## config.mk

```make
export PLATFORM = sky130hd
export DESIGN_NAME = pipe_hazard_unit_flat
export DESIGN_NICKNAME = d
export VERILOG_FILES = /design/src/rtl/pipe_hazard_unit_pkg.sv /design/src/rtl/pipe_hazard_unit_if.sv /design/src/rtl/hazard_sb_entry_match.sv /design/src/rtl/pipe_hazard_unit.sv /design/src/flat_wrapper.sv
export SDC_FILE = /design/constraint.sdc
export NUM_CORES = 1
export LEC_CHECK = 0
export ABC_AREA = 1
export BUFFER_PORTS_ARGS = -buffer_cell sky130_fd_sc_hd__buf_2
export CAP_MARGIN = 20
export CORE_MARGIN = 1.5
export CORE_UTILIZATION = 40
export DETAILED_ROUTE_END_ITERATION = 7
export REMOVE_ABC_BUFFERS = 1
export SYNTH_ARGS = -nofsm -noshare
export SYNTH_HDL_FRONTEND = slang
export SYNTH_HIERARCHICAL = 1
export SYNTH_SLANG_ARGS = --single-unit
```

## constraint.sdc

```tcl
create_clock -name clk -period 1.9 [get_ports clk]
set_input_delay 0.095 -clock clk [delete_from_list [all_inputs] [get_ports clk]]
set_output_delay 0.095 -clock clk [all_outputs]
set_load 0.02 [all_outputs]
```

## src/rtl/pipe_hazard_unit_pkg.sv

```systemverilog
// Shared definitions for the pipeline hazard unit.
//   - result latency classes carried with each ID instruction
//   - forward-select value that means "use the register file"
//   - scoreboard entry layout shared by the top and the entry matcher
package pipe_hazard_unit_pkg;

  // Widest register address and ready counter an entry can hold; the top
  // checks its parameters against these at elaboration.
  localparam int RA_W_MAX = 8;
  localparam int RDY_W    = 4;

  localparam int FWD_REGFILE = 0;

  typedef enum logic [1:0] {
    LAT_ALU  = 2'd0,
    LAT_LOAD = 2'd1,
    LAT_MUL  = 2'd2,
    LAT_RSVD = 2'd3
  } lat_e;

  typedef struct packed {
    logic                valid;
    logic                wen;
    logic [RA_W_MAX-1:0] addr;
    logic [RDY_W-1:0]    ready;
  } sb_entry_t;

  // Cycles until forwardable for an instruction entering EXE; the reserved
  // class behaves like a plain ALU result.
  function automatic logic [RDY_W-1:0] ready_init(input lat_e lat,
                                                  input int   load_lat,
                                                  input int   mul_lat);
    case (lat)
      LAT_LOAD: return RDY_W'(load_lat);
      LAT_MUL:  return RDY_W'(mul_lat);
      default:  return '0;
    endcase
  endfunction

endpackage

```

## src/rtl/pipe_hazard_unit_if.sv

```systemverilog
// Bundle between the pipeline control path and the hazard unit.
//   master : pipeline side, drives the ID instruction description, redirect
//            and debug controls; receives enables, flushes, forward selects
//            and the stall counter.
//   slave  : hazard unit side (directions mirrored).
interface pipe_hazard_unit_if
  import pipe_hazard_unit_pkg::*;
#(
  parameter int DEPTH = 3,
  parameter int RA_W  = 5,
  parameter int CNT_W = 16
);
  localparam int SEL_W = $clog2(DEPTH + 1);

  logic            id_valid;
  logic [RA_W-1:0] id_rs_addr;
  logic [RA_W-1:0] id_rt_addr;
  logic            id_rs_used;
  logic            id_rt_used;
  logic            id_wen;
  logic [RA_W-1:0] id_wb_addr;
  lat_e            id_lat;
  logic            redirect;
  logic            debug_en;
  logic            debug_step;

  logic             if_en;
  logic             id_en;
  logic             exe_en;
  logic             mem_en;
  logic             wb_en;
  logic             id_rst;
  logic             exe_rst;
  logic [SEL_W-1:0] fwd_a_sel;
  logic [SEL_W-1:0] fwd_b_sel;
  logic [CNT_W-1:0] stall_cnt;

  modport master (
    output id_valid, id_rs_addr, id_rt_addr, id_rs_used, id_rt_used,
           id_wen, id_wb_addr, id_lat, redirect, debug_en, debug_step,
    input  if_en, id_en, exe_en, mem_en, wb_en, id_rst, exe_rst,
           fwd_a_sel, fwd_b_sel, stall_cnt
  );

  modport slave (
    input  id_valid, id_rs_addr, id_rt_addr, id_rs_used, id_rt_used,
           id_wen, id_wb_addr, id_lat, redirect, debug_en, debug_step,
    output if_en, id_en, exe_en, mem_en, wb_en, id_rst, exe_rst,
           fwd_a_sel, fwd_b_sel, stall_cnt
  );

endinterface

```

## src/rtl/hazard_sb_entry_match.sv

```systemverilog
// Compares one scoreboard entry against one source register address.
//   entry_i      : scoreboard entry
//   src_i        : source register address (zero-extended)
//   hit_o        : entry is a live register write to that address (r0 never hits)
//   ready_zero_o : entry result is forwardable this cycle
module hazard_sb_entry_match
  import pipe_hazard_unit_pkg::*;
(
  input  sb_entry_t           entry_i,
  input  logic [RA_W_MAX-1:0] src_i,
  output logic                hit_o,
  output logic                ready_zero_o
);

  assign hit_o = entry_i.valid & entry_i.wen &
                 (entry_i.addr == src_i) & (entry_i.addr != '0);
  assign ready_zero_o = (entry_i.ready == '0);

endmodule

```

## src/rtl/pipe_hazard_unit.sv

```systemverilog
// Pipeline hazard unit: tracks in-flight register writes in a DEPTH-entry
// scoreboard (entry 0 = EXE), selects forwarding sources for the two ID
// operands, stalls ID on not-yet-ready results, handles redirect flushes,
// single-step debug holds, and counts stall cycles (saturating).
//   clk, rst : clock, synchronous active-high reset
//   hif      : slave side of pipe_hazard_unit_if (ID description, redirect,
//              debug in; stage enables, flushes, forward selects, stall_cnt out)
module pipe_hazard_unit
  import pipe_hazard_unit_pkg::*;
#(
  parameter int DEPTH    = 3,
  parameter int LOAD_LAT = 1,
  parameter int MUL_LAT  = 2,
  parameter int CNT_W    = 16,
  parameter int RA_W     = 5
) (
  input logic               clk,
  input logic               rst,
  pipe_hazard_unit_if.slave hif
);

  localparam int SEL_W = $clog2(DEPTH + 1);

  if (LOAD_LAT >= DEPTH || MUL_LAT >= DEPTH) begin : g_bad_lat
    $error("pipe_hazard_unit: LOAD_LAT and MUL_LAT must be below DEPTH");
  end
  if (RA_W > RA_W_MAX || DEPTH > (1 << RDY_W)) begin : g_bad_width
    $error("pipe_hazard_unit: RA_W or DEPTH exceeds scoreboard entry fields");
  end

  sb_entry_t [DEPTH-1:0] sb_q, sb_d;
  logic                  dbg_step_q;
  logic [CNT_W-1:0]      stall_cnt_q, stall_cnt_d;

  logic [DEPTH-1:0]      hit_a, rz_a, hit_b, rz_b;
  logic [RA_W_MAX-1:0]   src_a, src_b;
  logic [SEL_W-1:0]      sel_a, sel_b;
  logic                  nr_a, nr_b;
  logic                  step_edge, hold, stall;

  assign src_a = RA_W_MAX'(hif.id_rs_addr);
  assign src_b = RA_W_MAX'(hif.id_rt_addr);

  for (genvar i = 0; i < DEPTH; i++) begin : g_match
    hazard_sb_entry_match u_match_a (
      .entry_i      (sb_q[i]),
      .src_i        (src_a),
      .hit_o        (hit_a[i]),
      .ready_zero_o (rz_a[i])
    );
    hazard_sb_entry_match u_match_b (
      .entry_i      (sb_q[i]),
      .src_i        (src_b),
      .hit_o        (hit_b[i]),
      .ready_zero_o (rz_b[i])
    );
  end

  function automatic sb_entry_t age_entry(input sb_entry_t e);
    age_entry = e;
    if (e.ready != '0) age_entry.ready = e.ready - RDY_W'(1);
  endfunction

  // Scan oldest to youngest so the nearest hit is the one left standing;
  // a ready younger write therefore shadows an older pending one.
  always_comb begin
    sel_a = SEL_W'(FWD_REGFILE);
    sel_b = SEL_W'(FWD_REGFILE);
    nr_a  = 1'b0;
    nr_b  = 1'b0;
    for (int i = DEPTH - 1; i >= 0; i--) begin
      if (hit_a[i]) begin
        sel_a = rz_a[i] ? SEL_W'(i + 1) : SEL_W'(FWD_REGFILE);
        nr_a  = ~rz_a[i];
      end
      if (hit_b[i]) begin
        sel_b = rz_b[i] ? SEL_W'(i + 1) : SEL_W'(FWD_REGFILE);
        nr_b  = ~rz_b[i];
      end
    end
    if (!hif.id_rs_used) begin
      sel_a = SEL_W'(FWD_REGFILE);
      nr_a  = 1'b0;
    end
    if (!hif.id_rt_used) begin
      sel_b = SEL_W'(FWD_REGFILE);
      nr_b  = 1'b0;
    end
  end

  // Debug hold freezes everything except on the cycle after a 0->1 step edge.
  assign step_edge = hif.debug_step & ~dbg_step_q;
  assign hold      = hif.debug_en & ~step_edge;
  assign stall     = ~rst & ~hold & ~hif.redirect & (nr_a | nr_b);

  always_comb begin
    hif.if_en     = 1'b1;
    hif.id_en     = 1'b1;
    hif.exe_en    = 1'b1;
    hif.mem_en    = 1'b1;
    hif.wb_en     = 1'b1;
    hif.id_rst    = 1'b0;
    hif.exe_rst   = 1'b0;
    hif.fwd_a_sel = sel_a;
    hif.fwd_b_sel = sel_b;
    if (rst) begin
      hif.id_rst    = 1'b1;
      hif.exe_rst   = 1'b1;
      hif.fwd_a_sel = SEL_W'(FWD_REGFILE);
      hif.fwd_b_sel = SEL_W'(FWD_REGFILE);
    end else if (hold) begin
      hif.if_en  = 1'b0;
      hif.id_en  = 1'b0;
      hif.exe_en = 1'b0;
      hif.mem_en = 1'b0;
      hif.wb_en  = 1'b0;
    end else if (hif.redirect) begin
      hif.id_rst = 1'b1;
    end else if (stall) begin
      hif.if_en   = 1'b0;
      hif.id_en   = 1'b0;
      hif.exe_rst = 1'b1;
    end
  end

  assign hif.stall_cnt = stall_cnt_q;

  always_comb begin
    sb_d        = sb_q;
    stall_cnt_d = stall_cnt_q;
    if (!hold) begin
      for (int i = DEPTH - 1; i >= 1; i--) begin
        sb_d[i] = age_entry(sb_q[i-1]);
      end
      // A stalled or squashed ID instruction enters EXE as a bubble.
      sb_d[0] = '0;
      if (!stall && !hif.redirect && hif.id_valid) begin
        sb_d[0].valid = 1'b1;
        sb_d[0].wen   = hif.id_wen;
        sb_d[0].addr  = RA_W_MAX'(hif.id_wb_addr);
        sb_d[0].ready = ready_init(hif.id_lat, LOAD_LAT, MUL_LAT);
      end
    end
    if (stall && !(&stall_cnt_q)) stall_cnt_d = stall_cnt_q + CNT_W'(1);
  end

  // Reset clears only the valid bits; stale payload in invalid entries never hits.
  always_ff @(posedge clk) begin
    sb_q        <= sb_d;
    dbg_step_q  <= hif.debug_step;
    stall_cnt_q <= stall_cnt_d;
    if (rst) begin
      for (int i = 0; i < DEPTH; i++) sb_q[i].valid <= 1'b0;
      dbg_step_q  <= 1'b0;
      stall_cnt_q <= '0;
    end
  end

endmodule

```

## src/flat_wrapper.sv

```systemverilog
// flat-port wrapper written by rule: the top's interface ports become plain ports
module pipe_hazard_unit_flat import pipe_hazard_unit_pkg::*;
#(
  parameter int DEPTH    = 3,
  parameter int LOAD_LAT = 1,
  parameter int MUL_LAT  = 2,
  parameter int CNT_W    = 16,
  parameter int RA_W     = 5
)
  (clk, rst, hif_id_valid, hif_id_rs_addr, hif_id_rt_addr, hif_id_rs_used, hif_id_rt_used, hif_id_wen, hif_id_wb_addr, hif_id_lat, hif_redirect, hif_debug_en, hif_debug_step, hif_if_en, hif_id_en, hif_exe_en, hif_mem_en, hif_wb_en, hif_id_rst, hif_exe_rst, hif_fwd_a_sel, hif_fwd_b_sel, hif_stall_cnt);
  pipe_hazard_unit_if #(.DEPTH(DEPTH), .RA_W(RA_W), .CNT_W(CNT_W)) hif_i ();
  input logic clk;
  input logic rst;
  input wire logic [$bits(hif_i.id_valid)-1:0] hif_id_valid;
  input wire logic [$bits(hif_i.id_rs_addr)-1:0] hif_id_rs_addr;
  input wire logic [$bits(hif_i.id_rt_addr)-1:0] hif_id_rt_addr;
  input wire logic [$bits(hif_i.id_rs_used)-1:0] hif_id_rs_used;
  input wire logic [$bits(hif_i.id_rt_used)-1:0] hif_id_rt_used;
  input wire logic [$bits(hif_i.id_wen)-1:0] hif_id_wen;
  input wire logic [$bits(hif_i.id_wb_addr)-1:0] hif_id_wb_addr;
  input wire logic [$bits(hif_i.id_lat)-1:0] hif_id_lat;
  input wire logic [$bits(hif_i.redirect)-1:0] hif_redirect;
  input wire logic [$bits(hif_i.debug_en)-1:0] hif_debug_en;
  input wire logic [$bits(hif_i.debug_step)-1:0] hif_debug_step;
  output wire logic [$bits(hif_i.if_en)-1:0] hif_if_en;
  output wire logic [$bits(hif_i.id_en)-1:0] hif_id_en;
  output wire logic [$bits(hif_i.exe_en)-1:0] hif_exe_en;
  output wire logic [$bits(hif_i.mem_en)-1:0] hif_mem_en;
  output wire logic [$bits(hif_i.wb_en)-1:0] hif_wb_en;
  output wire logic [$bits(hif_i.id_rst)-1:0] hif_id_rst;
  output wire logic [$bits(hif_i.exe_rst)-1:0] hif_exe_rst;
  output wire logic [$bits(hif_i.fwd_a_sel)-1:0] hif_fwd_a_sel;
  output wire logic [$bits(hif_i.fwd_b_sel)-1:0] hif_fwd_b_sel;
  output wire logic [$bits(hif_i.stall_cnt)-1:0] hif_stall_cnt;
  assign hif_i.id_valid = hif_id_valid;
  assign hif_i.id_rs_addr = hif_id_rs_addr;
  assign hif_i.id_rt_addr = hif_id_rt_addr;
  assign hif_i.id_rs_used = hif_id_rs_used;
  assign hif_i.id_rt_used = hif_id_rt_used;
  assign hif_i.id_wen = hif_id_wen;
  assign hif_i.id_wb_addr = hif_id_wb_addr;
  assign hif_i.id_lat = hif_id_lat;
  assign hif_i.redirect = hif_redirect;
  assign hif_i.debug_en = hif_debug_en;
  assign hif_i.debug_step = hif_debug_step;
  assign hif_if_en = hif_i.if_en;
  assign hif_id_en = hif_i.id_en;
  assign hif_exe_en = hif_i.exe_en;
  assign hif_mem_en = hif_i.mem_en;
  assign hif_wb_en = hif_i.wb_en;
  assign hif_id_rst = hif_i.id_rst;
  assign hif_exe_rst = hif_i.exe_rst;
  assign hif_fwd_a_sel = hif_i.fwd_a_sel;
  assign hif_fwd_b_sel = hif_i.fwd_b_sel;
  assign hif_stall_cnt = hif_i.stall_cnt;
  pipe_hazard_unit #(.DEPTH(DEPTH), .LOAD_LAT(LOAD_LAT), .MUL_LAT(MUL_LAT), .CNT_W(CNT_W), .RA_W(RA_W)) u_core (.clk(clk), .rst(rst), .hif(hif_i));
endmodule
```

After elaboration in Yosys (flattened, before gate mapping)
Cells that the tools add are included.
Cells by class
  equal/unequal tests: 8
  bitwise operators: 29
  add/subtract/negate cells: 3
  reductions and logical operators: 15
  multiply operators: 0
  magnitude comparators: 0
  div/mod/pow operators: 0
  shift operators: 0
  mux-type cells: 38
Operator list (count)
  == test 8 x 5 -> 1 bit: 6
  two-way mux 2 bit: 12
  nonzero test 8 bit: 3
  two-way mux 1 bit: 22
  bitwise AND 1 bit: 20
  adder 16 x 1 -> 16 bit, second input constant: 1
  AND reduction 16 bit: 1
  two-way mux 14 bit: 1
  zero test 4 bit: 3
  two-way mux 4 bit: 2
  NOT 1 bit: 8
  nonzero test 4 bit: 2
  subtractor 4 x 1 -> 4 bit, second input constant: 2
  case mux 2 bit (2 select lines): 1
  logical AND 1 bit: 3
  zero test 1 bit: 3
  == test 2 x 1 -> 1 bit, second input constant: 1
  == test 2 bit, second input constant: 1
  bitwise OR 1 bit: 1
Word-level totals
  bits in read-only memories: 0
  bits of input ports: 26
  bits in writable memories: 0
  memories: 0
  output and inout port bits: 27
  logic and storage cells: 108
  latch bits: 0
  flip-flop bits (word level): 59

Depth between registers and ports, before layout
Gate-level depths: netlist of the first run.
  word-level depth: 13
  gate-level depth with buffers: 19
  gate-level depth less buffers: 19

Hierarchy
Netlist of the first run, hierarchy kept.
Modules (own cells, without submodules)
  pipe_hazard_unit: times used 1, sequential area each 1211.2 um2, cells an instance 267, area each 2329.7 um2
  hazard_sb_entry_match: times used 6, sequential area each 0.0 um2, cells an instance 50, area each 206.4 um2

Least setup slack after synthesis of the first run
OpenSTA, ideal clock, no wires.
  kind: register -> output
  start: register u_core/sb_q[20] in the netlist's numbering
  end: output port hif_if_en
  arrival time: 1745 ps
  setup slack: 60 ps
  path buffers: 1
  cell stages (with the launch flop): 17
  required time: 1805 ps
  cells stage by stage: edfxtp_1 > nor2_1 > nand3_1 > nor2_1 > nor2_1 > nand2_1 > nor2_2 > inv_1 > nand2_1 > nand2_1 > nand2_1 > nand2_1 > nand2_4 > nand2_4 > nand2_1 > nand2_1 > buf_4
On the way
  longest elaborated chain between the ends: 12
  elaborated cells between the ends (all ways): 19
  those cells by class: 2 x eq/ne; 10 x mux; 6 x bitwise; 1 x reduce/logical
RTL lines
  start: declaration: line pipe_hazard_unit.sv:31  | sb_entry_t [DEPTH-1:0] sb_q, sb_d;
  start signal: assignment: line pipe_hazard_unit.sv:149  | sb_q <= sb_d;
  == test 8 x 5 -> 1 bit: line hazard_sb_entry_match.sv:16  | (entry_i.addr == src_i) & (entry_i.addr != '0);
  bitwise AND 1 bit: line hazard_sb_entry_match.sv:15  | assign hit_o = entry_i.valid & entry_i.wen &
  bitwise AND 1 bit *: line hazard_sb_entry_match.sv:16
  via u_core.hit_a[1]: line pipe_hazard_unit.sv:35  | logic [DEPTH-1:0] hit_a, rz_a, hit_b, rz_b;
  two-way mux 1 bit * (2 in series): line pipe_hazard_unit.sv:72  | if (hit_a[i]) begin
  two-way mux 1 bit *: line pipe_hazard_unit.sv:81  | if (!hif.id_rs_used) begin
  bitwise OR 1 bit *: line pipe_hazard_unit.sv:94  | assign stall = ~rst & ~hold & ~hif.redirect & (nr_a | nr_b);
  bitwise AND 1 bit *: line pipe_hazard_unit.sv:94
  two-way mux 1 bit * (4 in series)
  end: declaration: line flat_wrapper.sv:25  | output wire logic [$bits(hif_i.if_en)-1:0] hif_if_en;
The timed path passes the listed nets; every way through them passes the cells marked *.

Worst setup path in the final report of the first run
  start: register u_core/sb_q[6] in the netlist's numbering
  end: output port hif_if_en
On the way
  longest elaborated chain between the ends: 11
  elaborated cells between the ends (all ways): 17
  those cells by class: 2 x eq/ne; 8 x mux; 6 x bitwise; 1 x reduce/logical
RTL lines
  == test 8 x 5 -> 1 bit: line hazard_sb_entry_match.sv:16
  bitwise AND 1 bit: line hazard_sb_entry_match.sv:15
  bitwise AND 1 bit *: line hazard_sb_entry_match.sv:16
  via u_core.hit_a[0]: line pipe_hazard_unit.sv:35
  two-way mux 1 bit *: line pipe_hazard_unit.sv:72
  two-way mux 1 bit *: line pipe_hazard_unit.sv:81
  bitwise OR 1 bit *: line pipe_hazard_unit.sv:94
  bitwise AND 1 bit *: line pipe_hazard_unit.sv:94
  two-way mux 1 bit *: line pipe_hazard_unit.sv:119  | end else if (stall) begin
  two-way mux 1 bit *: line pipe_hazard_unit.sv:117  | end else if (hif.redirect) begin
  two-way mux 1 bit *: line pipe_hazard_unit.sv:111  | end else if (hold) begin
  two-way mux 1 bit *: line pipe_hazard_unit.sv:106  | if (rst) begin
Marked as above.

==> qor.txt, run 1 <==
Status - complete, but fails checks
Failing checks - negative setup slack
CP top delay family - simple AND/OR/NAND/NOR gates
Die Y - 97.5 microns
Worst setup margin - -345 ps
Synth warn - 6
Async set-reset flop share out of synthesis - 0
Post-CTS Hold Buffers - 0
Post-Place Setup Slack - -214 ps
IO Pins - 53
Total congestion overflow - 0
Final number of hold-violating endpoints - 0
Placed inst area - 0.00436 sq mm
Grt met1 use - 0.228
RR Endpoint - u_core/hif.stall_cnt[8]$_SDFFE_PP0P_
Sequential fraction of the synthesis area - 0.339
PortBufs - 52
WS Path Type - reg -> out
Core ar. - 0.00868 sq mm
Most common cell on crit path - nand2_2
Via/cell ratio - 4.29
CTS clk-pin slew, worst paths - 90 ps
Fmax achieved - 445 MHz
Met2 Use GR - 0.331
Power Dens Cells - 511 mW/mm^2
Initial DRC Count - 111
Final instance area - 0.00470 sq mm
Hold Path Class - in -> reg
CTS buffer count - 5
Clock Latency Late Sink - 300 ps
Total power - 2.40 mW
WP buf/inv - 3
Worst Hold End - u_core/dbg_step_q$_SDFF_PP0_
Mapped Area - 0.00357 sq mm
RePlAce Congestion - 0.807
R2r startpoint - u_core/sb_q[6]$_SDFFCE_PN0N_
Clock buffer depth - 2
ANT nets after route - 0
FF-to-FF setup slack - -290 ps
VDD IR max - 0.287 mV
CP Data Required Time - 1800 ps
GR Layer Usage met3 - 0.0209
Leakage power - 2.34 nW
GRT Overall Usage - 0.183
Clock Tree Root - clkbuf_8
Worst Path Arrival - 2150 ps
Layout cells sized above 1 - 0.198
Netlist cell types - 31
Critical Path Start Type - flop
Critical-path maximum fanout - 5
Final Cycle Share - 1.18
DRT Pass-1 Iters - 4
CP Cell Sequence - buf_4, xnor2_1, nand3_1, nor2_2, inv_2, nand2_2, nand2_2, nand2_1, nand2_2, nand2_4, nand2_4, nand2_2, nand2_2, buf_6
Die X - 97.5 microns
Setup crit end kind - primary output
RSZ-0062 raised after global routing - yes
# setup viols final - 32
Reg2reg path depth - 16
Max-slew violation total from the final report - 0
Flops & latches, synth - 47
CTS tree - done
Hold Crit Start - hif_debug_step
Post-DP HPWL - 6380 microns
CP max stage cell - edfxtp_1
DRC - 0
Nets - 753
Starting Density - 0.411
Most Crowded Layer GR - met2
Initial antenna violation count - 0
P&R area growth vs syn - 31.8%
Largest stage delay, worst path - 500 ps
First-pass GRT wire length - 14,400 microns
Final WL - 8460 microns
EDFF count, synth - 27
Syn_area_per_cell - 6.29 sq um
Max Cap Viol - 0
Worst hold path depth - 3
Number of cell rows - 34
Ys flop type - edfxtp_1
Via count - 3,567
Pin count of the biggest net entering global routing - 22
Die area - 0.00950 sq mm
Clock Sinks - 47
Final Skew - 8.87 ps
ANT cells - 0
Syn Inst Count - 567
Vias in the first global route - 3,286
Post-layout minimum cycle time - 2250 ps
Max H-tree Level - 2
Routed WL per cell - 10.2 microns
worst register-to-register path: cells and delay by family, from the launching register on:
family / cells / cell delay [ps]
DFF: 1 / 500
xor gates and xnor gates: 1 / 130
buffers and inverters: 4 / 540
AOI/OAI and AO/OA: 1 / 120
and+or+nand+nor: 10 / 840
Yosys cell counts, types with 2 or more instances:
master | count | area, sq um
nand2_1 | 192 | 721
inv_1 | 122 | 458
nor2_1 | 77 | 289
nand3_1 | 29 | 145
edfxtp_1 | 27 | 811
dfxtp_1 | 20 | 400
xnor2_1 | 20 | 175
a21oi_1 | 17 | 85.1
nor2_2 | 7 | 43.8
nand4_1 | 6 | 37.5
nor4_1 | 6 | 37.5
o21ai_0 | 5 | 25.0
ha_1 | 4 | 50.1
nor3_1 | 4 | 20.0
buf_4 | 3 | 22.5
buf_6 | 3 | 33.8
inv_2 | 3 | 11.3
nand2_4 | 3 | 33.8
a41oi_1 | 2 | 17.5
nand2_2 | 2 | 12.5
nand3_2 | 2 | 20.0
nand3b_1 | 2 | 15.0
o22ai_1 | 2 | 12.5
xor2_1 | 2 | 17.5
through the flow:
stage          instances  hold slack (ps)  setup TNS, ps  utilization
2_1_floorplan        636              164              0            -
3_3_place_gp         815              342          -4660        0.502
3_5_place_dp         815              369          -4820        0.502
4_1_cts              830             53.0          -6930        0.530
5_1_grt              832             61.7         -12580        0.542
6_report             832             50.9          -7000        0.542
placed cells by master, fill, tap and decap left out, types with 2 or more instances in the layout:
| cell | count |
|---|---|
| nor2_2 | 10 |
| nand3_1 | 28 |
| nand2_2 | 16 |
| nand2_4 | 4 |
| buf_6 | 9 |
| o22ai_1 | 2 |
| ha_1 | 4 |
| a21oi_1 | 12 |
| xnor2_1 | 20 |
| dfxtp_1 | 20 |
| buf_4 | 23 |
| nand2_1 | 177 |
| buf_12 | 2 |
| nor4_1 | 6 |
| inv_1 | 117 |
| o21ai_0 | 5 |
| nor3_1 | 2 |
| buf_2 | 45 |
| nor2_4 | 3 |
| conb_1 | 77 |
| edfxtp_1 | 27 |
| clkbuf_8 | 5 |
| a21oi_2 | 5 |
| nor2_1 | 71 |
| nand4_1 | 6 |
| nand3b_1 | 2 |
| inv_2 | 8 |
| nor3_2 | 2 |
| nand3_2 | 4 |
| xor2_1 | 2 |
metal layers:
metal	share of wire	up-vias
met4	0.016	0
met3	0.038	12
met5	0	-
met2	0.50	69
li1	-	1935
met1	0.45	1551
power by group:
part	leakage, nW	internal (mW)	switching (mW)	total (mW)
clock	0.0562	0.393	0.368	0.761
combinational	1.84	0.174	0.263	0.436
sequential	0.446	1.14	0.0599	1.20
sequential cells by signal, summed over array words and instances, names as in the netlist:
| name | count |
|---|---|
| u_core/dbg_step_q | 1 |
| u_core/sb_q | 30 |
| u_core/hif.stall_cnt | 16 |
area by class of cell:
cell class	count	area, sq um
inverter	125	469
timing repair buffer	79	539
clock buffer	5	68.8
fill	905	3980
sequential	47	1210
tap	108	135
multi-input combinational	465	2240
clock inverter	3	42.5
what timing repair did:
action | CTS | global route
buffers inserted | 7 | 2
setup endpoints to repair | 32 | 32
cloned | 0 | 1
resized for setup | 26 | 30
pin swaps | 10 | 16
how the worst max path moves through the flow:
stage                                                end  cells after the start  slack, ps                         start
floorplan           u_core/hif.stall_cnt[0]$_SDFFE_PP0P_                     17         70  u_core/sb_q[7]$_SDFFCE_PN0N_
global placement            u_core/sb_q[0]$_SDFFCE_PN0N_                     17       -200  u_core/sb_q[7]$_SDFFCE_PN0N_
detailed placement  u_core/hif.stall_cnt[0]$_SDFFE_PP0P_                     19       -210  u_core/sb_q[7]$_SDFFCE_PN0N_
CTS                                            hif_if_en                     18       -350  u_core/sb_q[7]$_SDFFCE_PN0N_
global route                                   hif_if_en                     18       -520     u_core/sb_q[21]$_DFFE_PN_
finish                                         hif_if_en                     14       -350  u_core/sb_q[6]$_SDFFCE_PN0N_
cells by family (layout without fill, tap and decap cells):
group                    count (synthesis)  count (layout)  synth area share
AO/OA/AOI/OAI                           27              27            0.0438
flip-flops                              47              47             0.339
buffers and inverters                  132             212             0.148
other                                    1              77           0.00105
XOR/XNOR                                22              22            0.0540
AND/OR/NAND/NOR                        334             335             0.399
adder cells (fa/ha/maj)                  4               4            0.0140
(Power assumes the default switching activity.)
==> run 2: changes to the inputs <==
--- a/config.mk
+++ b/config.mk
@@ -11,6 +11,7 @@
 export CORE_MARGIN = 1.5
 export CORE_UTILIZATION = 40
 export DETAILED_ROUTE_END_ITERATION = 7
+export RECOVER_POWER = 50
 export REMOVE_ABC_BUFFERS = 1
 export SYNTH_ARGS = -nofsm -noshare
 export SYNTH_HDL_FRONTEND = slang
==> qor.txt, run 2 (synthesis gave the netlist of run 1 again) <==
VDD IR max - 0.283 mV (was 0.287 mV)
DRC - 0 (unchanged)
Worst slew pin tran - 1070 ps
Area of the multi-input gates - 0.00224 sq mm (unchanged)
Die X - 97.5 microns (unchanged)
WS Path Type - reg -> out (unchanged)
Via/cell ratio - 4.26 (was 4.29)
Max-slew violation total from the final report - 0 (unchanged)
# setup viols final - 32 (unchanged)
Most frequent cells in the layout - 177 x nand2_1, 117 x inv_1, 77 x conb_1 (unchanged)
Status - complete, but fails checks (unchanged)
GRT Overall Usage - 0.183 (unchanged)
Commonest non-fill, non-tap cell in the layout - nand2_1 (unchanged)
First-pass GRT wire length - 14,400 microns (unchanged)
Non-filler instance count after layout - 832 (unchanged)
Number of cell rows - 34 (unchanged)
Max reg flops - 30 (unchanged)
Power Dens Cells - 510 mW/mm^2 (was 511 mW/mm^2)
Leakage power - 2.28 nW (was 2.34 nW)
Clock Sinks - 47 (unchanged)
Critical Path Start Type - flop (unchanged)
CP Data Required Time - 1800 ps (about the same)
Placed insts - 815 (unchanged)
CTS clk-pin slew, worst paths - 90 ps (about the same)
PortBufs - 52 (unchanged)
RSZ-0062 raised after global routing - yes (unchanged)
Layout cells sized above 1 - 0.178 (was 0.198)
CP max stage cell - edfxtp_1 (unchanged)
Max H-tree Level - 2 (unchanged)
Critical-path maximum fanout - 5 (unchanged)
Die area - 0.00950 sq mm (unchanged)
Most common cell on crit path - nand2_2 (unchanged)
DRT Pass-1 Iters - 4 (unchanged)
Failing checks - negative setup slack (unchanged)
CP top delay family - simple AND/OR/NAND/NOR gates (unchanged)
Clock Latency Late Sink - 300 ps (about the same)
Via count - 3,544 (was 3,567)
ANT cells - 0 (unchanged)
Hold Path Class - in -> reg (unchanged)
WHS - 56.8 ps (was 50.9 ps)
IO Pins - 53 (unchanged)
Largest stage delay, worst path - 500 ps (about the same)
Post-CTS Hold Buffers - 0 (unchanged)
CP Cell Sequence - clkbuf_1, xnor2_1, nand3_1, nor2_2, inv_2, nand2_2, nand2_2, nand2_1, nand2_2, nand2_4, nand2_4, nand2_2, nand2_2, buf_6 (was buf_4, xnor2_1, nand3_1, nor2_2, inv_2, nand2_2, nand2_2, nand2_1, nand2_2, nand2_4, nand2_4, nand2_2, nand2_2, buf_6)
WP buf/inv - 3 (unchanged)
Initial DRC Count - 118 (was 111)
Final Skew - 9.53 ps (was 8.87 ps)
Nets - 753 (unchanged)
P&R area growth vs syn - 31.2% (was 31.8%)
Core ar. - 0.00868 sq mm (unchanged)
Die Y - 97.5 microns (unchanged)
CTS buffer count - 5 (unchanged)
Initial antenna violation count - 0 (unchanged)
Starting Density - 0.411 (unchanged)
Routed WL per cell - 10.1 microns (was 10.2 microns)
Total power - 2.39 mW (was 2.40 mW)
Max Cap Viol - 0 (unchanged)
Pin count of the biggest net entering global routing - 22 (unchanged)
Post-DP HPWL - 6380 microns (unchanged)
Total congestion overflow - 0 (unchanged)
Register area - 0.00121 sq mm (unchanged)
RePlAce Congestion - 0.807 (unchanged)
ANT nets after route - 0 (unchanged)
Final WL - 8400 microns (was 8460 microns)
Clock Tree Root - clkbuf_8 (unchanged)
Setup crit end kind - primary output (unchanged)
Fmax achieved - 448 MHz (was 445 MHz)
Final Cycle Share - 1.17 (was 1.18)
Clock buffer depth - 2 (unchanged)
Vias in the first global route - 3,286 (unchanged)
Post-layout minimum cycle time - 2230 ps (was 2250 ps)
Final number of hold-violating endpoints - 0 (unchanged)
CTS tree - done (unchanged)
Worst setup margin - -332 ps (was -345 ps)
Worst Path Arrival - 2140 ps (was 2150 ps)
Top reg by flops - u_core/sb_q (unchanged)
Fillers - 912 (was 905)
Rel. slew slack - 0.286
==> run 2: final cells by class <==
cell class,count,share of cell area
clock buffer,5,0.0147
clock inverter,3,0.00909
inverter,125,0.100
multi-input combinational,465,0.478
sequential,47,0.259
tap,108,0.0289
timing repair buffer,79,0.110
==> run 2: path summary, 6_finish.rpt <==
check	to	slack [ps]	from	depth (start not counted)
setup / recovery	hif_if_en	-330	u_core/sb_q[6]$_SDFFCE_PN0N_	14
hold / removal	u_core/dbg_step_q$_SDFF_PP0_	60	hif_debug_step	3
setup reg to reg	u_core/hif.stall_cnt[8]$_SDFFE_PP0P_	-290	u_core/sb_q[6]$_SDFFCE_PN0N_	16
hold reg to reg	u_core/sb_q[40]$_DFFE_PN_	500	u_core/sb_q[26]$_DFFE_PN_	0
==> run 2: worst reg2reg max path, stage by stage (launching register included) <==
cell      delay (ps)
edfxtp_1         500
clkbuf_1         170
xnor2_1          140
nand3_1          100
nor2_2           160
inv_2             80
nand2_2           70
nand2_2           50
nand2_1           70
nand2_2           60
nand2_4          100
nand2_4           70
buf_4            140
nor2_4            90
buf_12           130
nand2_1           70
a21oi_2          120
==> run 2: per-layer routing <==
| layer | up-vias | track usage | wire (microns) |
|---|---|---|---|
| li1 | 1935 | - | - |
| met1 | 1544 | 0.228 | 3770 |
| met2 | 53 | 0.331 | 4190 |
| met3 | 12 | 0.0209 | 293 |
| met4 | 0 | 0.0549 | 141 |
| met5 | - | 0 | 0 |
==> run 2: metrics by stage <==
step	setup WS, ps	setup TNS (ps)	utilization	instance area (sq um)
3_3_place_gp	-197	-4660	0.502	4360
2_1_floorplan	69.8	0	-	3790
5_1_grt	-518	-12850	0.539	4680
3_5_place_dp	-214	-4820	0.502	4360
4_1_cts	-345	-6930	0.530	4600
6_report	-332	-7040	0.539	4680
==> run 2: power by group <==
group	leakage, nW	internal, mW	switching [mW]
clock network	0.0562	0.393	0.359
logic	1.78	0.171	0.262
registers	0.446	1.14	0.0597
==> run 2: timing repair <==
item,4_1_cts,5_1_grt
endpoints found under the setup margin,32,32
cloned,0,1
pin swaps,10,16
hold endpoints to repair,0,0
buffers inserted,7,2
gates resized for setup,26,30
